<file path="src/rtl/otter_lsu_pkg.sv">
// Shared types and lane-steering helpers for the OTTER load/store unit.
package otter_lsu_pkg;

  typedef enum logic [1:0] {
    ST_IDLE,
    ST_REQ,
    ST_RESP
  } lsu_state_t;

  localparam logic [1:0] SZ_BYTE = 2'b00;
  localparam logic [1:0] SZ_HALF = 2'b01;
  localparam logic [1:0] SZ_WORD = 2'b10;

  // Word enables are shifted too, so an untrapped misaligned word keeps only the in-word lanes.
  function automatic logic [3:0] lane_be(input logic [1:0] sz, input logic [1:0] a);
    case (sz)
      SZ_BYTE: lane_be = 4'b0001 << a;
      SZ_HALF: lane_be = 4'b0011 << {a[1], 1'b0};
      default: lane_be = 4'b1111 << a;
    endcase
  endfunction

  function automatic logic [31:0] lane_wdata(input logic [1:0] sz, input logic [31:0] wd);
    case (sz)
      SZ_BYTE: lane_wdata = {4{wd[7:0]}};
      SZ_HALF: lane_wdata = {2{wd[15:0]}};
      default: lane_wdata = wd;
    endcase
  endfunction

  function automatic logic [31:0] load_extend(input logic [31:0] rdata, input logic [1:0] sz,
                                              input logic uns, input logic [1:0] a);
    logic [31:0] sh;
    sh = rdata >> {a, 3'b000};
    case (sz)
      SZ_BYTE: load_extend = uns ? {24'h0, sh[7:0]} : {{24{sh[7]}}, sh[7:0]};
      SZ_HALF: load_extend = uns ? {16'h0, sh[15:0]} : {{16{sh[15]}}, sh[15:0]};
      default: load_extend = sh;
    endcase
  endfunction

  function automatic logic is_misaligned(input logic [1:0] sz, input logic [1:0] a);
    is_misaligned = ((sz == SZ_HALF) && a[0]) || (sz[1] && (a != 2'b00));
  endfunction

endpackage

</file>
<file path="src/rtl/otter_lsu_align.sv">
// Combinational lane steering: byte enables, store replication, load extract/extend.
module otter_lsu_align
  import otter_lsu_pkg::*;
(
  input  logic [1:0]  addr_lo,
  input  logic [2:0]  funct3,
  input  logic [31:0] wdata,
  input  logic [31:0] rdata,
  output logic [3:0]  be,
  output logic [31:0] wdata_rep,
  output logic [31:0] load_val
);

  always_comb begin
    be        = lane_be(funct3[1:0], addr_lo);
    wdata_rep = lane_wdata(funct3[1:0], wdata);
    load_val  = load_extend(rdata, funct3[1:0], funct3[2], addr_lo);
  end

endmodule

</file>
<file path="src/rtl/otter_lsu.sv">
// OTTER load/store unit: request/ack bus master with timeout abort.
// Optional misaligned-access trap enabled by defining OTTER_LSU_MISALIGN_TRAP_EN.
module otter_lsu
  import otter_lsu_pkg::*;
#(
  parameter int unsigned TIMEOUT_CYCLES = 16
) (
  input  logic        CLK,
  input  logic        RST,
  input  logic        MEM_READ2,
  input  logic        MEM_WRITE,
  input  logic [31:0] ADDR,
  input  logic [2:0]  FUNCT3,
  input  logic [31:0] WDATA,
  output logic        BUSY,
  output logic        DONE,
  output logic [31:0] LOAD_DATA,
  output logic        BUS_ERR,
  output logic        BUS_REQ,
  output logic        BUS_WE,
  output logic [31:0] BUS_ADDR,
  output logic [3:0]  BUS_BE,
  output logic [31:0] BUS_WDATA,
  input  logic [31:0] BUS_RDATA,
  input  logic        BUS_ACK
);

  localparam int unsigned TW = $clog2(TIMEOUT_CYCLES + 1);
  localparam logic [TW-1:0] TO_LIMIT = TW'(TIMEOUT_CYCLES);

  lsu_state_t    state;
  logic [1:0]    a_q;
  logic [2:0]    f3_q;
  logic [TW-1:0] tcnt;
  logic [TW-1:0] tcnt_nx;
  logic [1:0]    al_a;
  logic [2:0]    al_f3;
  logic [3:0]    al_be;
  logic [31:0]   al_wdata;
  logic [31:0]   al_load;

  // Live inputs steer the lanes when issuing; latched ones steer the load extract.
  always_comb begin
    al_a    = (state == ST_IDLE) ? ADDR[1:0] : a_q;
    al_f3   = (state == ST_IDLE) ? FUNCT3 : f3_q;
    tcnt_nx = tcnt + TW'(1);
  end

  otter_lsu_align u_align (
    .addr_lo  (al_a),
    .funct3   (al_f3),
    .wdata    (WDATA),
    .rdata    (BUS_RDATA),
    .be       (al_be),
    .wdata_rep(al_wdata),
    .load_val (al_load)
  );

  always_ff @(posedge CLK) begin
    if (RST) begin
      state     <= ST_IDLE;
      a_q       <= '0;
      f3_q      <= '0;
      tcnt      <= '0;
      BUSY      <= 1'b0;
      DONE      <= 1'b0;
      BUS_ERR   <= 1'b0;
      BUS_REQ   <= 1'b0;
      BUS_WE    <= 1'b0;
      BUS_ADDR  <= '0;
      BUS_BE    <= '0;
      BUS_WDATA <= '0;
      LOAD_DATA <= '0;
    end else begin
      DONE    <= 1'b0;
      BUS_ERR <= 1'b0;
      case (state)
        ST_IDLE: begin
          if (MEM_READ2 || MEM_WRITE) begin
            a_q  <= ADDR[1:0];
            f3_q <= FUNCT3;
            tcnt <= '0;
            BUSY <= 1'b1;
`ifdef OTTER_LSU_MISALIGN_TRAP_EN
            if (is_misaligned(FUNCT3[1:0], ADDR[1:0])) begin
              state   <= ST_RESP;
              DONE    <= 1'b1;
              BUS_ERR <= 1'b1;
              BUS_WE  <= MEM_WRITE;
              if (!MEM_WRITE) LOAD_DATA <= '0;
            end else
`endif
            begin
              state     <= ST_REQ;
              BUS_REQ   <= 1'b1;
              BUS_WE    <= MEM_WRITE;
              BUS_ADDR  <= {ADDR[31:2], 2'b00};
              BUS_BE    <= al_be;
              BUS_WDATA <= al_wdata;
            end
          end
        end
        ST_REQ: begin
          if (BUS_ACK) begin
            state   <= ST_RESP;
            BUS_REQ <= 1'b0;
            DONE    <= 1'b1;
            if (!BUS_WE) LOAD_DATA <= al_load;
          end else begin
            tcnt <= tcnt_nx;
            if (tcnt_nx == TO_LIMIT) begin
              state   <= ST_RESP;
              BUS_REQ <= 1'b0;
              BUS_ERR <= 1'b1;
              DONE    <= 1'b1;
              if (!BUS_WE) LOAD_DATA <= '0;
            end
          end
        end
        ST_RESP: begin
          state <= ST_IDLE;
          BUSY  <= 1'b0;
        end
        default: begin
          state <= ST_IDLE;
          BUSY  <= 1'b0;
        end
      endcase
    end
  end

endmodule

</file>
<file path="config.mk">
export PLATFORM = sky130hd
export DESIGN_NAME = otter_lsu
export DESIGN_NICKNAME = d
export VERILOG_FILES = /design/src/rtl/otter_lsu_pkg.sv /design/src/rtl/otter_lsu_align.sv /design/src/rtl/otter_lsu.sv
export SDC_FILE = /design/constraint.sdc
export NUM_CORES = 1
export LEC_CHECK = 0
export CAP_MARGIN = 10
export CORE_ASPECT_RATIO = 0.6
export CORE_MARGIN = 3
export CORE_UTILIZATION = 48
export DETAILED_ROUTE_END_ITERATION = 10
export GPL_ROUTABILITY_DRIVEN = 0
export GPL_TIMING_DRIVEN = 0
export PLACE_DENSITY = 0.94
export SYNTH_ARGS = -nofsm -noshare
export SYNTH_HDL_FRONTEND = slang
export SYNTH_HIERARCHICAL = 1
export SYNTH_SLANG_ARGS = --single-unit
</file>
<file path="constraint.sdc">
create_clock -name CLK -period 5.2 [get_ports CLK]
set_input_delay 1.3 -clock CLK [delete_from_list [all_inputs] [get_ports CLK]]
set_output_delay 1.3 -clock CLK [all_outputs]
set_load 0.05 [all_outputs]
</file>
==> reports/qor.log, run 1 <==
[drt] vias per std cell 5.38
[global_route] global-route wire length before repair 29.0 mm
[worst_setup_path] Critical Path AT 3.40 ns
[timing] Final Hold Fails 0
[timing] Final Cycle Share 59.3%
[layout] post-route cell area 8610 um^2
[synthesis] cells after synthesis 703
[synthesis] count of flip-flops with a built-in enable after synthesis 0
[layout] Final nets 1,033
[synthesis] Syn. warnings 6
[synthesis] Netlist cell types 49
[clock_tree] number of clock sinks 115
[clock_tree] clock root buffer sky130_fd_sc_hd__clkbuf_16
[layout] area delta synth->final 51.7%
[worst_setup_path] required time of the critical path 5.51 ns
[hold_path] type of the most critical hold path reg -> reg
[drt] Wirelength per Cell 17.1 um
[floorplanning] Boundary Pins 209
[drt] 1st-iter DRT viols 390
[worst_setup_path] ordered cell list for the critical path clkdlybuf4s50_1 > mux2_2 > nand2b_1 > or2_1 > clkbuf_1 > buf_2 > o211ai_2 > nand2_1 > o32ai_1
[synthesis] adder and majority gate portion of the synthesized area 0.220%
[global_route] number of global-route vias before repair 5,575
[global_route] global-route usage over all layers 27.6%
[floorplanning] floorplan die area 13,200 um^2
[synthesis] number of flip-flops and latches in the synthesized netlist 115
[timing] clock skew after layout 0.00826 ns
[timing] pins over their slew limit 0
[timing] Final Hold Slack 0.452 ns
[synthesis] synthesized area 5680 um^2
[clock_tree] number of buffers added by the clock tree synthesis step 17
[floorplanning] Std-Cell Rows 30
[drt] number of nets still failing antenna checks after routing 0
[worst_setup_path] largest fanout on the critical path 10
[layout] area of combinational cells with multiple inputs 2860 um^2
[timing] setup repair after global routing missed its margin no
[synthesis] simple-gate area share of the yosys netlist 18.5%
[power] Overall Power 3.23 mW
[timing] number of setup violations in the final report 0
[drt] final routed wirelength across all metal layers 18.8 mm
[layout] Storage cell area 2300 um^2
[run] number of maximum-capacitance violations 0
[layout] Fillers 835
[timing] highest clock frequency the design can meet 324 MHz
[floorplanning] Die X-Extent 146 um
[floorplanning] starting density of the core 49.8%
[synthesis] post-synthesis average cell area 8.08 um^2
[power] maximum ir drop on the vdd rail 0.306 mV
[floorplanning] Vert. Die Dim 90.2 um
[timing] Slew Limit Headroom 56.1%
[drt] number of vias after detailed routing 5,924
[power] power per unit of standard cell area 375 nW/um^2
[clock_tree] clock latency reported for the late side of the worst-skew pair 0.41 ns
[global_route] maximum number of pins on one net before global-route repair 17
[floorplanning] area of the core 11,400 um^2
[clock_tree] TritonCTS clock tree done
[drt] total iterations of the first detailed-routing run 6
[clock_tree] CTS resizes 0
[clock_tree] Reg clk slew, reported paths 0.06 ns
[synthesis] xor and xnor area share after synthesis 0.309%
[drt] number of design rule violations left after detail routing 0
[clock_tree] Longest Clk Path Bufs 2
[clock_tree] total number of H-tree levels 4
[status] run status completed
[synthesis] Seq/Total Area, Yosys 40.5%
[timing] fin crit period 3.08 ns
[power] leakage power of the design 3.26 nW
[worst_setup_path] max incr delay on CP 0.44 ns
[synthesis] commonest register cell after synthesis sky130_fd_sc_hd__dfxtp_1
[clock_tree] hold buffer count at CTS 0
[timing] setup total negative slack 0 ns
[layout] share of cells above drive strength 1 14.1%
[global_route] gr ovfl total 0
[layout] highest-count cells in the layout ignoring fill and taps 210 x sky130_fd_sc_hd__nand2_1, 205 x sky130_fd_sc_hd__clkdlybuf4s50_1, 115 x sky130_fd_sc_hd__dfxtp_1
[layout] most common library cell in the layout ignoring fill and taps sky130_fd_sc_hd__nand2_1
[worst_setup_path] CP Capture Type flip-flop
[timing] slew at the pin closest to its max-slew limit 0.659 ns
[synthesis] mux cell area share after synthesis 10.3%
[synthesis] fraction of registers with async set or reset after synthesis 0%
[worst_setup_path] startpoint-to-endpoint class of the critical path in -> reg
[layout] antenna diode count 0
[placed_design] count of input and output buffers 205
[placed_design] DP Area 7930 um^2
[worst_setup_path] CP max-delay cell sky130_fd_sc_hd__clkdlybuf4s50_1
[synthesis] dominant combinational cell family by area after synthesis compound AO/OA/AOI/OAI gates
[worst_setup_path] Worst Setup Start Kind input pin
[synthesis] synthesized-area fraction occupied by ao, oa, aoi and oai cells 20.8%
[clock_tree] post-CTS setup buffer count 0
[placed_design] Final HPWL DP 13.7 mm
[global_route] initial antenna violation count 0
worst paths after layout:
kind / from / endpoint / slack (ns) / cells past startpoint
max: FUNCT3[1] / LOAD_DATA[23] / 2.12 / 9
min: BUS_ADDR[17] / BUS_ADDR[17] / 0.45 / 2
max reg2reg: state[1] / LOAD_DATA[23] / 2.46 / 10
min reg2reg: BUS_ADDR[17] / BUS_ADDR[17] / 0.45 / 2
through the flow:
stage | std cells | worst slack, ns | utilization, %
floorplan | 704 | 2.39 | -
global placement | 1069 | 1.82 | 69.5
detailed placement | 1069 | 1.80 | 69.5
CTS | 1101 | 2.17 | 75.5
global route | 1101 | 2.06 | 75.5
finish | 1101 | 2.12 | 75.5
where the power goes:
part | total, mW | switching, mW | internal (mW)
logic | 0.903 | 0.553 | 0.350
clock network | 1.34 | 0.437 | 0.905
registers | 0.986 | 0.0379 | 0.948
layer usage:
metal / share of wire, % / global-route usage, %
met3: 12 / 12.6
met4: 1.1 / 6.18
met2: 47 / 44.1
met1: 40 / 34.2
met5: 0 / 0
flip-flops by register name, indices dropped and copies added (netlist names):
name,count
BUS_ERR,1
BUS_WE,1
f3_q,3
LOAD_DATA,32
BUSY,1
a_q,2
state,2
BUS_BE,4
BUS_WDATA,32
DONE,1
BUS_REQ,1
BUS_ADDR,30
tcnt,5
area by class of cell:
type,count,share of cell area [%]
Multi-Input combinational cell,485,33.2
Sequential cell,115,26.7
Timing Repair Buffer,205,23.8
Clock buffer,17,4.94
Buffer,69,4.55
Clock inverter,15,2.96
Tap cell,160,2.32
Inverter,35,1.53
worst max-delay path, delay by kind of cell:
family | cells | cell delay (ns)
compound gates | 2 | 0.37
mux | 1 | 0.33
buf+inv | 3 | 0.90
simple gates | 3 | 0.49
kinds of logic after synthesis:
kind of cell / count (synthesis)
simple gates: 252
mux: 54
fa+ha+maj: 1
buf+inv: 104
xor+xnor: 2
flops: 115
other cells: 1
compound gates: 174
synthesized netlist by cell type, types with 4 or more instances:
| cell | count | area, um^2 |
|---|---|---|
| sky130_fd_sc_hd__a21oi_1 | 92 | 460 |
| sky130_fd_sc_hd__buf_2 | 19 | 95.1 |
| sky130_fd_sc_hd__buf_4 | 18 | 135 |
| sky130_fd_sc_hd__buf_6 | 4 | 45.0 |
| sky130_fd_sc_hd__clkbuf_1 | 27 | 101 |
| sky130_fd_sc_hd__dfxtp_1 | 115 | 2300 |
| sky130_fd_sc_hd__inv_1 | 34 | 128 |
| sky130_fd_sc_hd__mux2_2 | 29 | 327 |
| sky130_fd_sc_hd__mux2i_1 | 23 | 230 |
| sky130_fd_sc_hd__nand2_1 | 210 | 788 |
| sky130_fd_sc_hd__nand3_1 | 4 | 20.0 |
| sky130_fd_sc_hd__nor2_1 | 11 | 41.3 |
| sky130_fd_sc_hd__nor3_1 | 4 | 20.0 |
| sky130_fd_sc_hd__o211ai_1 | 6 | 45.0 |
| sky130_fd_sc_hd__o211ai_2 | 10 | 125 |
| sky130_fd_sc_hd__o21ai_0 | 18 | 90.1 |
| sky130_fd_sc_hd__o32ai_1 | 31 | 272 |
| sky130_fd_sc_hd__or2_2 | 7 | 43.8 |
(Power assumes the default switching activity.)
==> run 2, diff against run 1 <==
CORE_UTILIZATION = 41   (was 48)
PLACE_DENSITY = 0.86   (was 0.94)
clock period = 2.8 ns   (was 5.2 ns; I/O delays follow)
==> run 2 against run 1 <==
  * Utilization decreased by 11 points
  * Register-to-register slack got worse by 2.2 ns
  * Total power increased by 75%
  * Highest routed layer unchanged
  * Count of clock-buffer cells in the layout increased by 4
  * Final area decreased by 0.86%
  * Wire length about the same
  * Non-clock buffer count unchanged
==> reports/qor.log, run 2 (synthesized netlist as in run 1, its figures left out) <==
[status] run status completed [unchanged]
[clock_tree] Longest Clk Path Bufs 2 [unchanged]
[hold_path] type of the most critical hold path reg -> reg [unchanged]
[layout] most common library cell in the layout ignoring fill and taps sky130_fd_sc_hd__nand2_1 [unchanged]
[clock_tree] clock latency reported for the late side of the worst-skew pair 0.41 ns [about the same]
[layout] share of cells above drive strength 1 13.9% [was 14.1%]
[placed_design] worst-case setup slack after placement -0.00755 ns [was 1.80 ns]
[power] maximum ir drop on the vdd rail 0.467 mV [was 0.306 mV]
[timing] Slew Limit Headroom 60.4% [was 56.1%]
[power] power per unit of standard cell area 660 nW/um^2 [was 375 nW/um^2]
[drt] number of nets still failing antenna checks after routing 0 [unchanged]
[floorplanning] starting density of the core 43.1% [was 49.8%]
[drt] total iterations of the first detailed-routing run 5 [was 6]
[timing] setup total negative slack 0 ns [unchanged]
[drt] final routed wirelength across all metal layers 18.8 mm [about the same]
[run] number of maximum-capacitance violations 0 [unchanged]
[worst_setup_path] largest fanout on the critical path 9 [was 10]
[worst_setup_path] flop2flop setup slack 0.27 ns [was 2.46 ns]
[clock_tree] TritonCTS clock tree done [unchanged]
[timing] setup repair after global routing missed its margin no [unchanged]
[floorplanning] area of the core 13,200 um^2 [was 11,400 um^2]
[timing] clock skew after layout 0.0113 ns [was 0.00826 ns]
[layout] antenna diode count 0 [unchanged]
[worst_setup_path] CP Capture Type flip-flop [unchanged]
[timing] final worst-path setup slack 0.269 ns [was 2.12 ns]
[clock_tree] total number of H-tree levels 4 [unchanged]
[timing] slew at the pin closest to its max-slew limit 0.595 ns [was 0.659 ns]
[floorplanning] Vert. Die Dim 97.2 um [was 90.2 um]
[global_route] initial antenna violation count 0 [unchanged]
[clock_tree] hold buffer count at CTS 0 [unchanged]
[layout] Final nets 1,033 [unchanged]
[clock_tree] clock root buffer sky130_fd_sc_hd__clkbuf_16 [unchanged]
[placed_design] count of input and output buffers 205 [unchanged]
[drt] number of design rule violations left after detail routing 0 [unchanged]
[global_route] global-route wire length before repair 29.5 mm [was 29.0 mm]
[timing] fin crit period 2.53 ns
[timing] Final Hold Fails 0 [unchanged]
[global_route] global-route usage over all layers 24.3% [was 27.6%]
[global_route] maximum number of pins on one net before global-route repair 17 [unchanged]
[timing] number of setup violations in the final report 0 [unchanged]
[timing] Final Cycle Share 90.4%
[worst_setup_path] startpoint of the most critical register-to-register path state[1] [unchanged]
[floorplanning] Die X-Extent 158 um [was 146 um]
[layout] highest-count cells in the layout ignoring fill and taps 210 x sky130_fd_sc_hd__nand2_1, 205 x sky130_fd_sc_hd__clkdlybuf4s50_1, 115 x sky130_fd_sc_hd__dfxtp_1 [unchanged]
[placed_design] Final HPWL DP 14.3 mm [was 13.7 mm]
[drt] Wirelength per Cell 16.9 um [was 17.1 um]
[worst_setup_path] Crit Reg-Reg Endpoint LOAD_DATA[14] [was LOAD_DATA[23]]
[power] leakage power of the design 3.22 nW [was 3.26 nW]
[floorplanning] Boundary Pins 209 [unchanged]
[global_route] gr ovfl total 0 [unchanged]
[hold_path] worst hold start BUS_WDATA[2] [was BUS_ADDR[17]]
[hold_path] hold path cells 2 [unchanged]
[worst_setup_path] Critical Path AT 2.80 ns [was 3.40 ns]
[clock_tree] number of clock sinks 115 [unchanged]
[floorplanning] Std-Cell Rows 32 [was 30]
[drt] number of vias after detailed routing 5,783 [was 5,924]
[clock_tree] post-CTS setup buffer count 0 [unchanged]
[layout] Fillers 1,131 [was 835]
[layout] area delta synth->final 50.4% [was 51.7%]
[worst_setup_path] number of cell instances on the worst register-to-register path 9 [was 10]
[floorplanning] floorplan die area 15,300 um^2 [was 13,200 um^2]
[drt] vias per std cell 5.21 [was 5.38]
[timing] pins over their slew limit 0 [unchanged]
[timing] highest clock frequency the design can meet 395 MHz
[drt] 1st-iter DRT viols 306 [was 390]
[clock_tree] CTS resizes 0 [unchanged]
[global_route] number of global-route vias before repair 5,627 [was 5,575]
[worst_setup_path] required time of the critical path 3.07 ns [was 5.51 ns]
[hold_path] hold worst-path end BUS_WDATA[2] [was BUS_ADDR[17]]
[clock_tree] number of buffers added by the clock tree synthesis step 17 [unchanged]
[clock_tree] Reg clk slew, reported paths 0.05 ns [was 0.06 ns]
[worst_setup_path] startpoint-to-endpoint class of the critical path reg -> reg [was in -> reg]
[worst_setup_path] Worst Setup Start Kind flip-flop [was input pin]
[layout] registers with the highest flip-flop counts BUS_WDATA: 32 flops, LOAD_DATA: 32 flops, BUS_ADDR: 30 flops [unchanged]
run 2: cell types whose count changed in the layout (fill, tap and decap cells not counted):
cell	before	now
sky130_fd_sc_hd__bufinv_16	6	2
sky130_fd_sc_hd__clkbuf_1	27	29
sky130_fd_sc_hd__clkbuf_8	0	2
sky130_fd_sc_hd__clkinv_2	1	2
sky130_fd_sc_hd__inv_8	1	0
sky130_fd_sc_hd__nor2_2	1	0
sky130_fd_sc_hd__nor2_4	0	1
run 2: how the worst max path moves through the flow:
stage / cells past startpoint / start / to / slack [ns]
2_1_floorplan: 10 / state[1] / LOAD_DATA[22] / 0.43
3_5_place_dp: 9 / ADDR[0] / LOAD_DATA[30] / -0.008
5_1_grt: 9 / state[1] / LOAD_DATA[8] / 0.11
6_report: 9 / state[1] / LOAD_DATA[14] / 0.27
3_3_place_gp: 9 / ADDR[0] / LOAD_DATA[31] / 0.01
4_1_cts: 10 / state[1] / LOAD_DATA[22] / 0.14
run 2: layout make-up:
| type | instances | area, um^2 | area share, % |
|---|---|---|---|
| Multi-Input combinational cell | 485 | 2860 | 33.5 |
| Inverter | 35 | 131 | 1.54 |
| Clock buffer | 21 | 460 | 5.39 |
| Clock inverter | 11 | 129 | 1.51 |
| Sequential cell | 115 | 2300 | 27.0 |
| Buffer | 69 | 392 | 4.59 |
| Tap cell | 170 | 213 | 2.49 |
| Timing Repair Buffer | 205 | 2050 | 24.0 |
run 2: critical path, cell delays in order, from the launching register on:
cell and delay [ns]:
sky130_fd_sc_hd__dfxtp_1 0.29, sky130_fd_sc_hd__buf_2 0.17, sky130_fd_sc_hd__nor2_4 0.27, sky130_fd_sc_hd__mux2_2 0.43, sky130_fd_sc_hd__or2_1 0.23, sky130_fd_sc_hd__clkbuf_1 0.27
sky130_fd_sc_hd__a221oi_4 0.45, sky130_fd_sc_hd__a21oi_1 0.08, sky130_fd_sc_hd__nand2_1 0.10, sky130_fd_sc_hd__o32ai_1 0.08
run 2: report_power, final:
group,internal (mW),switching (mW),leakage [nW]
clock network,1.36,0.777,0.284
registers,1.76,0.0670,0.943
logic,0.650,1.02,1.99
total,3.77,1.87,3.22
run 2: per-stage QoR:
step	hold WS, ns	total power, mW	std cells	instance area, um^2	utilization [%]
global placement	0.440	3.50	1079	7950	60.3
finish	0.452	5.64	1111	8540	64.8
CTS	0.453	5.67	1111	8540	64.8
global route	0.469	5.88	1111	8540	64.8
floorplan	0.434	2.93	704	5680	-
detailed placement	0.446	3.52	1079	7950	60.3
run 2: per-layer routing:
metal / up-vias / global-route usage, % / wire, um
met5: - / 0 / 0
met4: 0 / 6.13 / 247
met3: 19 / 9.12 / 2030
met2: 239 / 37.3 / 8090
met1: 2688 / 32.2 / 8450
li1: 2837 / - / -
==> run 3, diff against run 2 <==
CELL_PAD_IN_SITES_DETAIL_PLACEMENT = 1   (was not set)
CELL_PAD_IN_SITES_GLOBAL_PLACEMENT = 2   (was not set)
CORE_UTILIZATION = 22   (was 41)
PLACE_DENSITY = 0.84   (was 0.86)
==> run 3 against run 2 <==
  * Register-to-register slack got worse by 0.15 ns
  * Count of clock-buffer cells in the layout rose by 4
  * Worst hold slack improved by 0.0038 ns
  * Critical path depth rose by 1
  * Largest cell class unchanged
==> reports/qor.log, run 3 (synthesized netlist as in run 1, its figures left out) <==
[clock_tree] hold buffer count at CTS 0 [unchanged]
[global_route] global-route met2 utilization 24.3% [was 37.3%]
[drt] final routed wirelength across all metal layers 23.6 mm [was 18.8 mm]
[power] combinational share of power 30.6% [was 29.7%]
[global_route] initial antenna violation count 2 [was 0]
[clock_tree] clock latency reported for the late side of the worst-skew pair 0.42 ns [was 0.41 ns]
[floorplanning] Boundary Pins 209 [unchanged]
[hold_path] worst hold start BUS_WDATA[3] [was BUS_WDATA[2]]
[timing] Slew Limit Headroom 51.7% [was 60.4%]
[hold_path] type of the most critical hold path reg -> reg [unchanged]
[floorplanning] area of the core 24,800 um^2 [was 13,200 um^2]
[status] run status completed [unchanged]
[layout] area delta synth->final 53.5% [was 50.4%]
[layout] Final nets 1,035 [was 1,033]
[timing] clock skew after layout 0.0100 ns [was 0.0113 ns]
[global_route] busiest layer in global routing met1 [was met2]
[worst_setup_path] required time of the critical path 3.07 ns [about the same]
[worst_setup_path] ordered cell list for the critical path buf_2 > nor2_4 > mux2_2 > or2_1 > clkbuf_1 > a221oi_4 > buf_4 > a21oi_1 > nand2_1 > o32ai_1 [was buf_2 > nor2_4 > mux2_2 > or2_1 > clkbuf_1 > a221oi_4 > a21oi_1 > nand2_1 > o32ai_1]
[power] net switching share of the total power 33.9% [was 33.1%]
[drt] number of vias after detailed routing 5,837 [was 5,783]
[layout] highest-count cells in the layout ignoring fill and taps 210 x sky130_fd_sc_hd__nand2_1, 205 x sky130_fd_sc_hd__clkdlybuf4s50_1, 115 x sky130_fd_sc_hd__dfxtp_1 [unchanged]
[power] maximum ir drop on the vdd rail 0.349 mV [was 0.467 mV]
[power] leakage power of the design 3.22 nW [about the same]
[worst_setup_path] Worst Setup Start Kind flip-flop [unchanged]
[timing] setup repair after global routing missed its margin no [unchanged]
[worst_setup_path] CP max-delay cell sky130_fd_sc_hd__mux2_2 [was sky130_fd_sc_hd__a221oi_4]
[layout] registers with the highest flip-flop counts BUS_WDATA: 32 flops, LOAD_DATA: 32 flops, BUS_ADDR: 30 flops [unchanged]
[layout] post-route cell area 8720 um^2 [was 8540 um^2]
[clock_tree] number of clock sinks 115 [unchanged]
[worst_setup_path] max incr delay on CP 0.42 ns [was 0.45 ns]
[timing] fin crit period 2.68 ns [was 2.53 ns]
[placed_design] Final HPWL DP 18.3 mm [was 14.3 mm]
[clock_tree] TritonCTS clock tree done [unchanged]
[timing] highest clock frequency the design can meet 373 MHz [was 395 MHz]
[placed_design] DP Area 8140 um^2 [was 7950 um^2]
[global_route] GR Util met3 6.11% [was 9.12%]
[layout] Fillers 2,916 [was 1,131]
[drt] vias per std cell 4.62 [was 5.21]
[floorplanning] floorplan die area 27,800 um^2 [was 15,300 um^2]
[timing] number of setup violations in the final report 0 [unchanged]
[worst_setup_path] Critical Path AT 2.95 ns [was 2.80 ns]
[power] sequential group share of total power 32.4% [about the same]
[timing] slew at the pin closest to its max-slew limit 0.725 ns [was 0.595 ns]
[power] relative contribution of the clock network to total power 37.0% [was 37.9%]
[placed_design] number of instances in the placed design 1,231 [was 1,079]
[clock_tree] number of buffers added by the clock tree synthesis step 17 [unchanged]
[layout] share of cells above drive strength 1 13.9% [unchanged]
[clock_tree] Reg clk slew, reported paths 0.05 ns [about the same]
[power] power per unit of standard cell area 649 nW/um^2 [was 660 nW/um^2]
[floorplanning] Vert. Die Dim 130 um [was 97.2 um]
[clock_tree] total number of H-tree levels 4 [unchanged]
[global_route] global-route wire length before repair 35.3 mm [was 29.5 mm]
[timing] pins over their slew limit 0 [unchanged]
[drt] total iterations of the first detailed-routing run 4 [was 5]
[floorplanning] Std-Cell Rows 44 [was 32]
[layout] most common library cell in the layout ignoring fill and taps sky130_fd_sc_hd__nand2_1 [unchanged]
[drt] 1st-iter DRT viols 298 [was 306]
[power] Net Sw Power 1.92 mW [was 1.87 mW]
[worst_setup_path] startpoint-to-endpoint class of the critical path reg -> reg [unchanged]
[layout] filler-free cell count of the finished design 1,264 [was 1,111]
[global_route] GR met1 Demand/Resource 24.3% [was 32.2%]
[floorplanning] Die X-Extent 213 um [was 158 um]
[timing] Final Hold Slack 0.456 ns [was 0.452 ns]
[drt] number of nets still failing antenna checks after routing 0 [unchanged]
[global_route] gr ovfl total 0 [unchanged]
[run] number of maximum-capacitance violations 0 [unchanged]
[clock_tree] clock root buffer sky130_fd_sc_hd__clkbuf_16 [unchanged]
[global_route] maximum number of pins on one net before global-route repair 17 [unchanged]
[timing] Final Cycle Share 95.9% [was 90.4%]
[timing] Final Hold Fails 0 [unchanged]
[global_route] global-route usage over all layers 16.9% [was 24.3%]
[clock_tree] Longest Clk Path Bufs 2 [unchanged]
[worst_setup_path] startpoint of the most critical register-to-register path state[1] [unchanged]
[drt] number of design rule violations left after detail routing 0 [unchanged]
[power] cell internal power dissipation 3.74 mW [was 3.77 mW]
[placed_design] count of input and output buffers 205 [unchanged]
[floorplanning] starting density of the core 22.9% [was 43.1%]
[drt] Wirelength per Cell 18.7 um [was 16.9 um]
[worst_setup_path] largest fanout on the critical path 9 [unchanged]
[global_route] number of global-route vias before repair 5,982 [was 5,627]
[worst_setup_path] Critical Path Source state[1] [unchanged]
[worst_setup_path] CP Capture Type flip-flop [unchanged]
[run 3: path summary, 6_finish.rpt]
kind                    to  slack [ns]  cells after the start
min reg2reg   BUS_WDATA[3]        0.46                      2
min           BUS_WDATA[3]        0.46                      2
max          LOAD_DATA[15]        0.12                     10
max reg2reg  LOAD_DATA[15]        0.12                     10
[run 3: final cells by class]
cell class / instances / area, um^2 / area share [%]
Multi-Input combinational cell: 485 / 2860 / 32.9
Sequential cell: 115 / 2300 / 26.4
Timing Repair Buffer: 207 / 2070 / 23.7
Antenna cell: 1 / 2.50 / 0.0287
Tap cell: 322 / 403 / 4.62
Clock inverter: 5 / 50.0 / 0.574
Clock buffer: 25 / 505 / 5.80
Inverter: 35 / 131 / 1.51
Buffer: 69 / 392 / 4.49
[run 3: per-stage QoR]
stage	total power, mW	TNS, ns	setup WS (ns)	util, %
CTS	5.72	0	0.0784	35.1
global placement	3.58	-1.27	-0.188	32.8
global route	5.93	0	0.0106	35.2
floorplan	2.93	0	0.434	-
detailed placement	3.59	-1.30	-0.178	32.8
finish	5.66	0	0.116	35.2
[run 3: critical path, delay by kind of cell, from the launching register on]
kind | cells | cell delay, ns
and+or+nand+nor | 3 | 0.68
AOI/OAI and AO/OA | 3 | 0.45
buffers and inverters | 3 | 0.69
muxes | 1 | 0.42
DFF | 1 | 0.29
[run 3: power by group through the flow]
stage	Sequential, mW	Combinational [mW]	Clock, mW
after floorplan	2.25	0.687	0
after global placement	1.86	1.71	0
after detailed placement	1.87	1.73	0
after CTS	1.83	1.73	2.15
after global routing	1.85	1.86	2.23
final	1.83	1.73	2.09
[run 3: routing by layer]
layer	part of all wire, %	vias up
met4	0.97	2
met2	41	167
met1	51	2811
li1	-	2840
met3	7.3	17
met5	0.055	-
[run 3: timing repair]
item / CTS / global route
setup buffers: 0 / 2
resized for setup: 1 / 1
endpoints found under the setup margin: 4 / 5
